File: src/rtl/memory_bus_bridge.sv
// memory_bus_bridge: runs one stage-1 memory access as a bus transaction, stalling the pipeline meanwhile
module memory_bus_bridge #(parameter int TIMEOUT_CYCLES = 255) (
  input  logic        clk_i,
  input  logic        rst_i,
  input  logic [29:0] ram_addr_i,
  input  logic [31:0] ram_wdata_i,
  input  logic [3:0]  ram_wen_i,
  input  logic        ram_ren_i,
  input  logic        ram_misaligned_i,
  output logic        stall_o,
  output logic [31:0] ram_data_o,
  output logic        fault_o,
  output logic        bus_valid_o,
  input  logic        bus_ready_i,
  output logic [29:0] bus_addr_o,
  output logic [31:0] bus_wdata_o,
  output logic [3:0]  bus_wen_o,
  output logic        bus_ren_o,
  input  logic        bus_rvalid_i,
  input  logic [31:0] bus_rdata_i,
  input  logic        bus_err_i
);
  typedef enum logic [1:0] {IDLE, CMD, RESP, DONE} state_t;
  state_t st, nxt;
  logic access, go, fault_q, tmo;
  assign access = ~rst_i & (ram_ren_i | (|ram_wen_i));
  assign go = access & ~ram_misaligned_i;
`ifdef DMEM_BRIDGE_TIMEOUT_EN
  logic [15:0] cnt;
  assign tmo = (st == CMD || st == RESP) && cnt == 16'(TIMEOUT_CYCLES - 1);
  always_ff @(posedge clk_i or posedge rst_i)
    if (rst_i) cnt <= '0;
    else cnt <= (st == CMD || st == RESP) ? cnt + 16'd1 : '0;
`else
  assign tmo = 1'b0;
`endif
  always_ff @(posedge clk_i or posedge rst_i)
    if (rst_i) st <= IDLE;
    else st <= nxt;
  always_comb begin
    nxt = st;
    stall_o = st == CMD || st == RESP;
    fault_o = st == DONE && fault_q;
    bus_valid_o = st == CMD;
    if (st == IDLE) begin
      nxt = go ? CMD : IDLE;
      stall_o = go;
      fault_o = access & ram_misaligned_i;
    end
    if (st == CMD) nxt = tmo ? DONE : bus_ready_i ? RESP : CMD;
    if (st == RESP) nxt = (bus_rvalid_i || tmo) ? DONE : RESP;
    if (st == DONE) nxt = IDLE;
  end
  always_ff @(posedge clk_i or posedge rst_i)
    if (rst_i) begin
      bus_addr_o <= '0;
      bus_wdata_o <= '0;
      bus_wen_o <= '0;
      bus_ren_o <= 1'b0;
      ram_data_o <= '0;
      fault_q <= 1'b0;
    end else begin
      if (st == IDLE && go) begin
        bus_addr_o <= ram_addr_i;
        bus_wdata_o <= ram_wdata_i;
        bus_wen_o <= ram_wen_i;
        bus_ren_o <= ram_ren_i & ~(|ram_wen_i);
      end
      if (st == RESP && bus_rvalid_i) begin
        ram_data_o <= (bus_ren_o && !bus_err_i) ? bus_rdata_i : '0;
        fault_q <= bus_err_i;
      end else if (tmo) begin
        ram_data_o <= '0;
        fault_q <= 1'b1;
      end
      if (st == DONE) fault_q <= 1'b0;
    end
endmodule

File: config.mk
export PLATFORM = sky130hd
export DESIGN_NAME = memory_bus_bridge
export DESIGN_NICKNAME = d
export VERILOG_FILES = /design/src/rtl/memory_bus_bridge.sv
export SDC_FILE = /design/constraint.sdc
export NUM_CORES = 1
export LEC_CHECK = 0
export ABC_AREA = 1
export BUFFER_PORTS_ARGS = -buffer_cell sky130_fd_sc_hd__buf_2
export CORE_ASPECT_RATIO = 1.75
export CORE_UTILIZATION = 44
export CTS_BUF_LIST = sky130_fd_sc_hd__clkbuf_2
export DETAILED_ROUTE_END_ITERATION = 12
export HOLD_SLACK_MARGIN = 0.06
export PLACE_DENSITY = 0.82
export SLEW_MARGIN = 20
export SYNTH_ARGS = -nofsm -noshare
export SYNTH_HDL_FRONTEND = slang
export SYNTH_SLANG_ARGS = --single-unit
File: constraint.sdc
create_clock -name clk_i -period 5.45 [get_ports clk_i]
set_input_delay 0.8175 -clock clk_i [delete_from_list [all_inputs] [get_ports clk_i]]
set_output_delay 0.8175 -clock clk_i [all_outputs]
set_load 0.005 [all_outputs]
# --- Yosys cells after proc, flatten, opt, wreduce, memory -nomap -nowiden ---
# Index checks and enable logic that the tools add are counted.
op_classes:
  div: 0
  n_eq_ne: 3
  n_bitwise: 8
  n_reduce_logical: 10
  magnitude_cmp: 0
  mux: 12
  shift: 0
  mul: 0
  addsub: 0
ops:
  columns: ["operator", "count"]
  rows:
  - ["2-to-1 mux 32 bit", 1]
  - ["2-to-1 mux 2 bit", 5]
  - ["2-to-1 mux 1 bit", 6]
  - ["AND 1 bit", 4]
  - ["== test 2 bit, second input constant", 2]
  - ["logical AND 1 bit", 4]
  - ["nonzero test 4 bit", 1]
  - ["OR reduction 4 bit", 1]
  - ["NOT 1 bit", 3]
  - ["== test 2 x 1 -> 1 bit, second input constant", 1]
  - ["zero test 2 bit", 1]
  - ["nonzero test 2 bit", 1]
  - ["zero test 1 bit", 1]
  - ["logical OR 1 bit", 1]
  - ["bitwise OR 1 bit", 1]
totals:
  ramBits: 0
  mem_bits_ro: 0
  input_bits: 105
  mem_count: 0
  word_cells: 40
  reg_bits: 102
  latchBits: 0

# --- Logic depth before layout (Yosys ltp) ---
# Gate-level depths: netlist (run 1).
depth:
  depth_word: 9
  mapped_depth: 9
  depth_no_buf: 7

# --- Least setup slack after synthesis (run 1) ---
# OpenSTA, ideal clock, no wires.
synth_path:
  kind: "input port to output port"
  from: "input rst_i"
  to: "output stall_o"
  arrival_ps: 3898
  required_ps: 4633
  path_stages: 7
  path_buffers: 2
  setup_slack_ps: 734
  path_cell_list: "inv_1 > nand3_2 > nor2_4 > inv_2 > buf_6 > buf_6 > nand2_1"
synth_between:
  elab_chain_cells: 4
synth_rtl:
  columns: ["item", "line_no", "text"]
  rows:
  - ["start: declaration", "4", "input logic rst_i,"]
  - ["NOT 1 bit", "26", "assign access = ~rst_i & (ram_ren_i | (|ram_wen_i));"]
  - ["AND 1 bit", "26", null]
  - ["AND 1 bit", "27", "assign go = access & ~ram_misaligned_i;"]
  - ["2-to-1 mux 1 bit", "45", "if (st == IDLE) begin"]
  - ["end: declaration", "10", "output logic stall_o,"]
# Every way passes these cells.

# --- Worst setup path after layout (run 1) ---
# Same ends and word-level chain as after synthesis.

==> qor.csv, run 1 <==
stage;metric;value;unit
outcome;status;finished, final reports clean;
yosys;Net Count, Synth;502;
floorplan;num rows;45;
placed_design;DP HPWL;6780;um
grt;first-pass GRT wire length;14600;um
power;leakage;0.00306;uW
cts;CTS H-tree lvls;3;
critical_path;worst path cell trace;buf_2 > inv_4 > nand3_2 > nor2_4 > clkinv_2 > nand2_1 > buf_2;
cts;Num CTS Buffers;9;
routing;Initial DRC Count;188;
cts;Clock Tree Root;clkbuf_2;
floorplan;Initial Utilization;45.4;%
floorplan;core area;0.00873;mm2
sta;clk_skew;0.0282;ns
routing;vias;3456;
grt;gr ovfl total;0;
critical_path;Buf+Inv Stages, Crit Path;4;
sta;RSZ-0062 raised after global routing;false;
cts;Bufs on Longest Clock Path;2;
cts;CTS tree;done;
grt;number of global-route vias before repair;3188;
routing;drt pass-1 iters;4;
floorplan;DIE AREA;0.00940;mm2
flow_run;max cap viols;0;
routing;DRC Markers;0;
critical_path;critical path's slowest cell;clkinv_2;
yosys;Yosys reg bits;102;
sta;Final Cycle Share;66.2;%
yosys;Post-synth ARST share;100;%
routing;drt via density;4.87;
cells_and_area;final core occ;59.3;%
critical_path;Crit Path Class;in -> out;
critical_path;Crit path max-delay family;buffers and inverters;
yosys;Mapped Area;0.00396;mm2
routing;Total Wirelength;9430;um
critical_path;most used cell, CP;buf_2;
critical_path;CP Launch Type;input pin;
yosys;syn avg cell area;10.1;um2
critical_path;flop2flop setup slack;3.26;ns
sta;relative slew slack;31.8;%
critical_path;worst reg2reg path depth;5;
yosys;Top FF cell, synth;dfrtp_1;
cells_and_area;# diodes;0;
floorplan;Chip Height;128;um
critical_path;Arr. time, crit path;2.79;ns
cts;CTS clk-pin slew, worst paths;0.24;ns
power;PD cells;440;mW/mm2
routing;average wire per standard cell;13.3;um
cells_and_area;share of cells above drive strength 1;38.7;%
sta;min Tclk post-route;3.61;ns
placed_design;port bufs;206;
hold_path;HP Class;in -> async;
cts;Clk Latency, worst-skew pair;0.58;ns
power;Max VDD drop;0.253;mV
grt;initial antenna violation count;0;
cts;CTS Sinks;102;
cells_and_area;Final nets;697;
critical_path;critical path peak fanout;68;
cts;PostCTS Resize Cnt;0;
grt;Tot GR Track Use;20.7;%
cells_and_area;area growth from synthesis to layout;30.7;%
yosys;Synth top cells by count;207 x nand2_1, 102 x dfrtp_1, 32 x a32o_1, 8 x buf_2, 8 x clkbuf_1;
critical_path;Critical Path End Type;output pin;
yosys;count leader, synth;nand2_1;
cts;post-CTS setup buffers;0;
yosys;Netlist cell types;19;
sta;fmax;0.277;GHz
yosys;top-area cell type share of the netlist area;64.4;%
sta;Slew @ Worst Pin;1.02;ns
placed_design;GPL Wtd Cong;0.792;
critical_path;reg-to-reg endpoint;ram_data_o[29];
sta;Slew Viols, Final;0;
yosys;Seq/Total Area, Yosys;64.4;%
critical_path;Critical Path RT;4.63;ns
yosys;main area contributors after synthesis;dfrtp_1 64%, nand2_1 20%, a32o_1 8.1%;
floorplan;Ports;207;
yosys;Post-synth EDFFs;0;
sta;TNS Setup;0;ns
sta;# setup viols final;0;
cts;cts hold-fix bufs;0;
critical_path;FF-to-FF Start;st[0];
routing;Antenna Nets Post-Route;0;
yosys;largest area contributor in the netlist;dfrtp_1;
yosys;YS warnings;0;
critical_path;CP max stage delay;0.65;ns
grt;largest net degree at the start of global routing;69;
sta;Fin. Hold Viols;0;
floorplan;die width;73.7;um
yosys;Post-Synthesis Cells;393;
==> final cells by class <==
cell class / count / area, um2
repair buffers: 208 / 1050
flip-flops and latches: 102 / 2550
clock buffers: 10 / 50.0
multi-input cells: 259 / 1250
well taps: 117 / 146
clock inverters: 5 / 98.8
fillers: 753 / 3550
inverters: 8 / 33.8
==> placed cells by master, fill, tap and decap left out <==
cell       count
a21oi_1        3
nand2_2        1
clkinv_1       1
nor2_4         2
dfrtp_1      102
buf_4          2
o21ai_0        2
bufinv_16      3
nor2_1         3
nand3_2        2
buf_2        206
inv_1          6
clkbuf_2      10
ha_1           4
nand2_1      206
clkinv_2       2
nor3_1         1
nand3_1        3
a32o_1        32
inv_4          1
==> logic make-up after synthesis <==
group	synth area share, %
DFF	64.4
AOI/OAI and AO/OA	8.72
and+or+nand+nor	21.4
buffers and inverters	4.23
adders and majority gates	1.26
==> through the flow <==
step	hold WS, ns	area, um2	setup WS, ns	cells	total power (uW)
floorplan	0.465	3960	0.734	393	1510
CTS	0.273	5170	2.01	709	2310
detailed placement	0.454	5020	2.11	694	1880
global placement	0.453	5020	2.14	694	1850
finish	0.301	5180	1.84	709	2280
global route	0.275	5180	1.53	709	2450
==> flip-flops by register name, summed over array words and instances (netlist names) <==
| name | flops |
|---|---|
| bus_wen_o | 4 |
| bus_addr_o | 30 |
| bus_wdata_o | 32 |
| fault_q | 1 |
| st | 2 |
| bus_ren_o | 1 |
| ram_data_o | 32 |
==> worst max path at each step <==
stage	start	to	depth (start not counted)
final	rst_i	stall_o	7
after global routing	rst_i	stall_o	7
after CTS	st[0]	stall_o	7
after detailed placement	rst_i	stall_o	7
after global placement	ram_wen_i[1]	stall_o	8
after floorplan	rst_i	stall_o	7
==> routing by layer <==
layer,vias to the layer above,track usage [%],share of wire [%]
met2,153,34.6,51
met5,-,0,0
met4,0,13.1,4.1
met1,1615,22.8,39
met3,30,5.05,6.0
li1,1658,-,-
==> power breakdown <==
part           internal, uW  switching (uW)  total (uW)
sequential             1000             149        1150
clock                   195             232         426
combinational           318             383         700
total                  1520             763        2280
==> worst register-to-register path, cell delays in order (launching register included) <==
cell	delay [ns]
dfrtp_1	0.45
inv_1	0.10
ha_1	0.21
nand2_2	0.38
nor2_4	0.72
a32o_1	0.29
(Power assumes the default switching activity.)
==> run 2: changes to the inputs <==
Settings changed: CORE_UTILIZATION 44 to 42.
Clock period 5.45 ns to 2.94 ns, I/O delays scaled along.
==> qor.csv, run 2 (synthesis gave the netlist of run 1 again) <==
stage;metric;value;unit
critical_path;worst path cell trace;dlygate4sd3_1 > buf_2 > nor2_1 > nand3_2 > nand3_2 > nor2_4 > inv_2 > nand2_1 > buf_2;
cells_and_area;area growth from synthesis to layout;52.8;%
floorplan;num rows;46;
routing;DRC Markers;0;
sta;RSZ-0062 raised after global routing;false;
routing;average wire per standard cell;15.1;um
routing;Initial DRC Count;190;
power;PD cells;720;mW/mm2
sta;min Tclk post-route;2.54;ns
floorplan;DIE AREA;0.00984;mm2
floorplan;Initial Utilization;43.6;%
routing;Antenna Nets Post-Route;0;
critical_path;Buf+Inv Stages, Crit Path;4;
sta;Fin. Hold Viols;0;
routing;DRT met1 WL;4180;um
critical_path;Arr. time, crit path;2.10;ns
routing;met3 wire length;854;um
placed_design;port bufs;206;
cts;Bufs on Longest Clock Path;2;
power;Max VDD drop;0.429;mV
routing;DR top layer;met4;
floorplan;die width;75.4;um
critical_path;critical path's slowest cell;dlygate4sd3_1;
placed_design;Placed Cells;703;
cells_and_area;fillcell total;679;
sta;# setup viols final;0;
cells_and_area;biggest regs;bus_wdata_o: 32 flops, ram_data_o: 32 flops, bus_addr_o: 30 flops;
flow_run;max cap viols;0;
sta;Slew Viols, Final;0;
cts;Clock Tree Root;clkbuf_2;
cells_and_area;commonest non-fill, non-tap cell in the layout;nand2_1;
cells_and_area;Final Non-Filler Cells;803;
cells_and_area;share of cells above drive strength 1;34.6;%
placed_design;dpl ws;0.997;ns
grt;number of global-route vias before repair;3951;
routing;routed wl met2;6480;um
critical_path;Crit path max-delay family;buffers and inverters;
critical_path;Crit Path Class;in -> out;
critical_path;critical path peak fanout;22;
routing;Total Wirelength;12100;um
routing;vias;3939;
cts;CTS Sinks;102;
sta;TNS Setup;0;ns
cts;Clk Latency, worst-skew pair;0.59;ns
floorplan;core area;0.00909;mm2
grt;initial antenna violation count;0;
placed_design;DP HPWL;7340;um
cells_and_area;most frequent cells in the layout;207 x nand2_1, 206 x buf_2, 102 x dfrtp_1, 84 x dlygate4sd3_1, 32 x a32o_1;
critical_path;Critical Path RT;2.50;ns
sta;Final Cycle Share;86.5;%
hold_path;HP Class;in -> reg;
routing;drt pass-1 iters;4;
sta;clk_skew;0.0452;ns
grt;gr ovfl total;0;
cells_and_area;Final nets;787;
sta;min setup slack post-route;0.397;ns
critical_path;Critical Path End Type;output pin;
cells_and_area;final core occ;66.6;%
routing;drt via density;4.91;
critical_path;CP max stage delay;0.54;ns
outcome;status;finished, final reports clean;
sta;fmax;0.393;GHz
cts;Num CTS Buffers;9;
sta;relative slew slack;53.9;%
critical_path;CP Launch Type;input pin;
cts;CTS tree;done;
power;leakage;0.00343;uW
cts;CTS clk-pin slew, worst paths;0.24;ns
grt;largest net degree at the start of global routing;68;
placed_design;GPL Wtd Cong;0.748;
sta;Worst Hold Slack;0.126;ns
floorplan;Ports;207;
sta;Slew @ Worst Pin;0.692;ns
cts;PostCTS Resize Cnt;0;
cts;CTS H-tree lvls;3;
cells_and_area;# diodes;0;
grt;Tot GR Track Use;25.0;%
floorplan;Chip Height;130;um
cts;post-CTS setup buffers;0;
grt;first-pass GRT wire length;18100;um
==> run 2: stage by stage <==
stage	instance area [um2]	power (uW)
2_1_floorplan	3970	2790
3_3_place_gp	5070	3440
3_5_place_dp	5070	3510
4_1_cts	6030	4350
5_1_grt	6050	4680
6_report	6050	4360
==> run 2: path summary, 6_finish.rpt <==
kind                                      from               to  slack (ns)  cells past startpoint
worst max-delay path              ram_wen_i[1]          stall_o        0.40                      9
worst min-delay path            bus_rdata_i[8]    ram_data_o[8]        0.13                      2
worst max register to register           st[1]  bus_wdata_o[11]        1.09                      7
worst min register to register  bus_addr_o[21]   bus_addr_o[21]        0.51                      2
max in group asynchronous                rst_i          fault_q        1.79                      4
min in group asynchronous                rst_i   bus_wdata_o[3]        0.59                      4
==> run 2: power by group <==
group | switching [uW] | internal, uW | total, uW
sequential | 283 | 1860 | 2150
clock | 466 | 291 | 757
combinational | 779 | 674 | 1450
==> run 2: what timing repair did <==
action	CTS	global route
hold endpoints to repair	109	2
hold buffers	82	2
endpoints found under the setup margin	0	0
==> run 2: worst register-to-register path, delay by kind of cell, from the launching register on <==
kind	cells	cell delay, ns
adder cells (fa/ha/maj)	1	0.16
AND/OR/NAND/NOR	3	0.44
flip-flops	1	0.47
buffers and inverters	3	0.74
==> run 2: per-layer routing <==
layer | GRT usage, % | up-vias
met1 | 23.9 | 1861
met4 | 17.3 | 0
met5 | 0 | -
li1 | - | 1837
met3 | 6.83 | 48
met2 | 44.7 | 193
==> run 2: final cells by class <==
| class | count | area, um2 | share of cell area [%] |
|---|---|---|---|
| clock inverter | 6 | 93.8 | 1.55 |
| multi-input combinational | 259 | 1240 | 20.5 |
| inverter | 8 | 33.8 | 0.558 |
| clock buffer | 10 | 50.0 | 0.827 |
| sequential | 102 | 2550 | 42.2 |
| tap | 120 | 150 | 2.48 |
| timing repair buffer | 298 | 1930 | 31.9 |
==> run 3: changes to the inputs <==
Settings changed: CTS_BUF_LIST sky130_fd_sc_hd__clkbuf_2 to sky130_fd_sc_hd__clkbuf_4.
==> qor.csv, run 3 (synthesis gave the netlist of run 1 again) <==
stage;metric;value;unit
outcome;status;finished, final reports clean;
grt;GRT Max-Usage Layer;met2;
cts;PostCTS Resize Cnt;0;
sta;Fin. Hold Viols;0;
floorplan;num rows;46;
cts;CTS tree;done;
floorplan;Ports;207;
cells_and_area;share of cells above drive strength 1;39.4;%
critical_path;Crit Path Class;reg -> out;
hold_path;HP Class;in -> reg;
routing;drt via density;4.85;
floorplan;Chip Height;130;um
floorplan;core area;0.00909;mm2
cts;CTS H-tree lvls;3;
power;PD cells;817;mW/mm2
power;leakage;0.00308;uW
cells_and_area;fillcell total;814;
cts;Bufs on Longest Clock Path;2;
grt;initial antenna violation count;2;
routing;vias;3495;
grt;largest net degree at the start of global routing;68;
placed_design;port bufs;206;
sta;relative slew slack;53.7;%
cts;Num CTS Buffers;9;
sta;TNS Setup;0;ns
cells_and_area;biggest regs;bus_wdata_o: 32 flops, ram_data_o: 32 flops, bus_addr_o: 30 flops;
sta;# setup viols final;0;
sta;fmax;0.433;GHz
routing;average wire per standard cell;13.6;um
cells_and_area;Final Non-Filler Cells;720;
cells_and_area;most frequent cells in the layout;207 x nand2_1, 206 x buf_2, 102 x dfrtp_1, 32 x a32o_1, 10 x clkbuf_4;
cts;Clock Tree Root;clkbuf_4;
critical_path;CP Launch Type;register;
sta;Slew @ Worst Pin;0.694;ns
grt;first-pass GRT wire length;14800;um
cts;cts hold-fix bufs;0;
routing;Antenna Nets Post-Route;0;
cts;CTS clk-pin slew, worst paths;0.15;ns
critical_path;Critical Path End Type;output pin;
cts;Clk Latency, worst-skew pair;0.46;ns
critical_path;Critical Path RT;2.50;ns
grt;number of global-route vias before repair;3318;
critical_path;critical path peak fanout;22;
grt;M1 GR Usage;19.9;%
sta;min Tclk post-route;2.31;ns
routing;Total Wirelength;9760;um
routing;Initial DRC Count;161;
placed_design;GPL Wtd Cong;0.748;
flow_run;max cap viols;0;
grt;met3 usage;5.75;%
placed_design;Placed Cells;703;
floorplan;DIE AREA;0.00984;mm2
sta;clk_skew;0.0233;ns
power;Power, Total;4280;uW
cts;post-CTS setup buffers;0;
routing;DRC Markers;0;
routing;drt pass-1 iters;4;
grt;GR Util met2;36.6;%
power;Max VDD drop;0.415;mV
grt;Tot GR Track Use;20.1;%
floorplan;Initial Utilization;43.6;%
cells_and_area;Final nets;703;
floorplan;die width;75.4;um
cts;CTS Sinks;102;
sta;Worst Hold Slack;0.177;ns
sta;Final Cycle Share;78.5;%
placed_design;DP HPWL;7340;um
grt;gr ovfl total;0;
critical_path;Arr. time, crit path;1.87;ns
cells_and_area;commonest non-fill, non-tap cell in the layout;nand2_1;
cells_and_area;area growth from synthesis to layout;32.3;%
sta;RSZ-0062 raised after global routing;false;
sta;Slew Viols, Final;0;
run 3: changes by cell type in the layout (fill, tap and decap cells not counted), sizes merged:
cell / change
diode: +1
dlygate4sd3: -84
run 3: area by class of cell:
class / instances / area [um2] / area share, %
Clock inverter: 6 / 93.8 / 1.79
Sequential cell: 102 / 2550 / 48.7
Inverter: 8 / 33.8 / 0.645
Antenna cell: 1 / 2.50 / 0.0478
Timing Repair Buffer: 214 / 1090 / 20.8
Multi-Input combinational cell: 259 / 1240 / 23.7
Tap cell: 120 / 150 / 2.87
Clock buffer: 10 / 75.1 / 1.43
run 3: layer usage:
layer,vias up,wire length (um)
met5,-,11
met4,2,278
met3,25,710
met2,155,5150
met1,1639,3610
li1,1674,-
run 3: worst paths after layout:
| path | start | to | slack, ns | cells after the start |
|---|---|---|---|---|
| worst min register to register | bus_addr_o[13] | bus_addr_o[13] | 0.49 | 2 |
| worst max-delay path | st[1] | stall_o | 0.63 | 7 |
| max in group asynchronous | rst_i | bus_wdata_o[10] | 2.20 | 3 |
| worst min-delay path | ram_addr_i[0] | bus_addr_o[0] | 0.18 | 3 |
| worst max register to register | st[0] | ram_data_o[23] | 1.11 | 7 |
| min in group asynchronous | rst_i | ram_data_o[6] | 0.19 | 3 |
run 3: power breakdown:
part           internal, uW  switching (uW)  leakage [uW]
sequential             1860             269       0.00132
clock                   361             461     0.0000872
combinational           600             728       0.00168
total                  2820            1460       0.00308
run 3: worst max-delay path: stages, from the launching register on:
cell and delay [ns]:
dfrtp_1 0.42, inv_1 0.10, ha_1 0.19, inv_1 0.16, nor2_4 0.07, inv_2 0.26
nand2_1 0.09, buf_2 0.14
run 3: metrics by stage:
stage                     instance area (um2)  util [%]  setup WS, ns
final                                    5240      57.6         0.633
after global routing                     5240      57.6         0.448
after CTS                                5240      57.6         0.588
after detailed placement                 5070      55.7         0.997
after global placement                   5070      55.7          1.04
after floorplan                          3970         -        -0.159
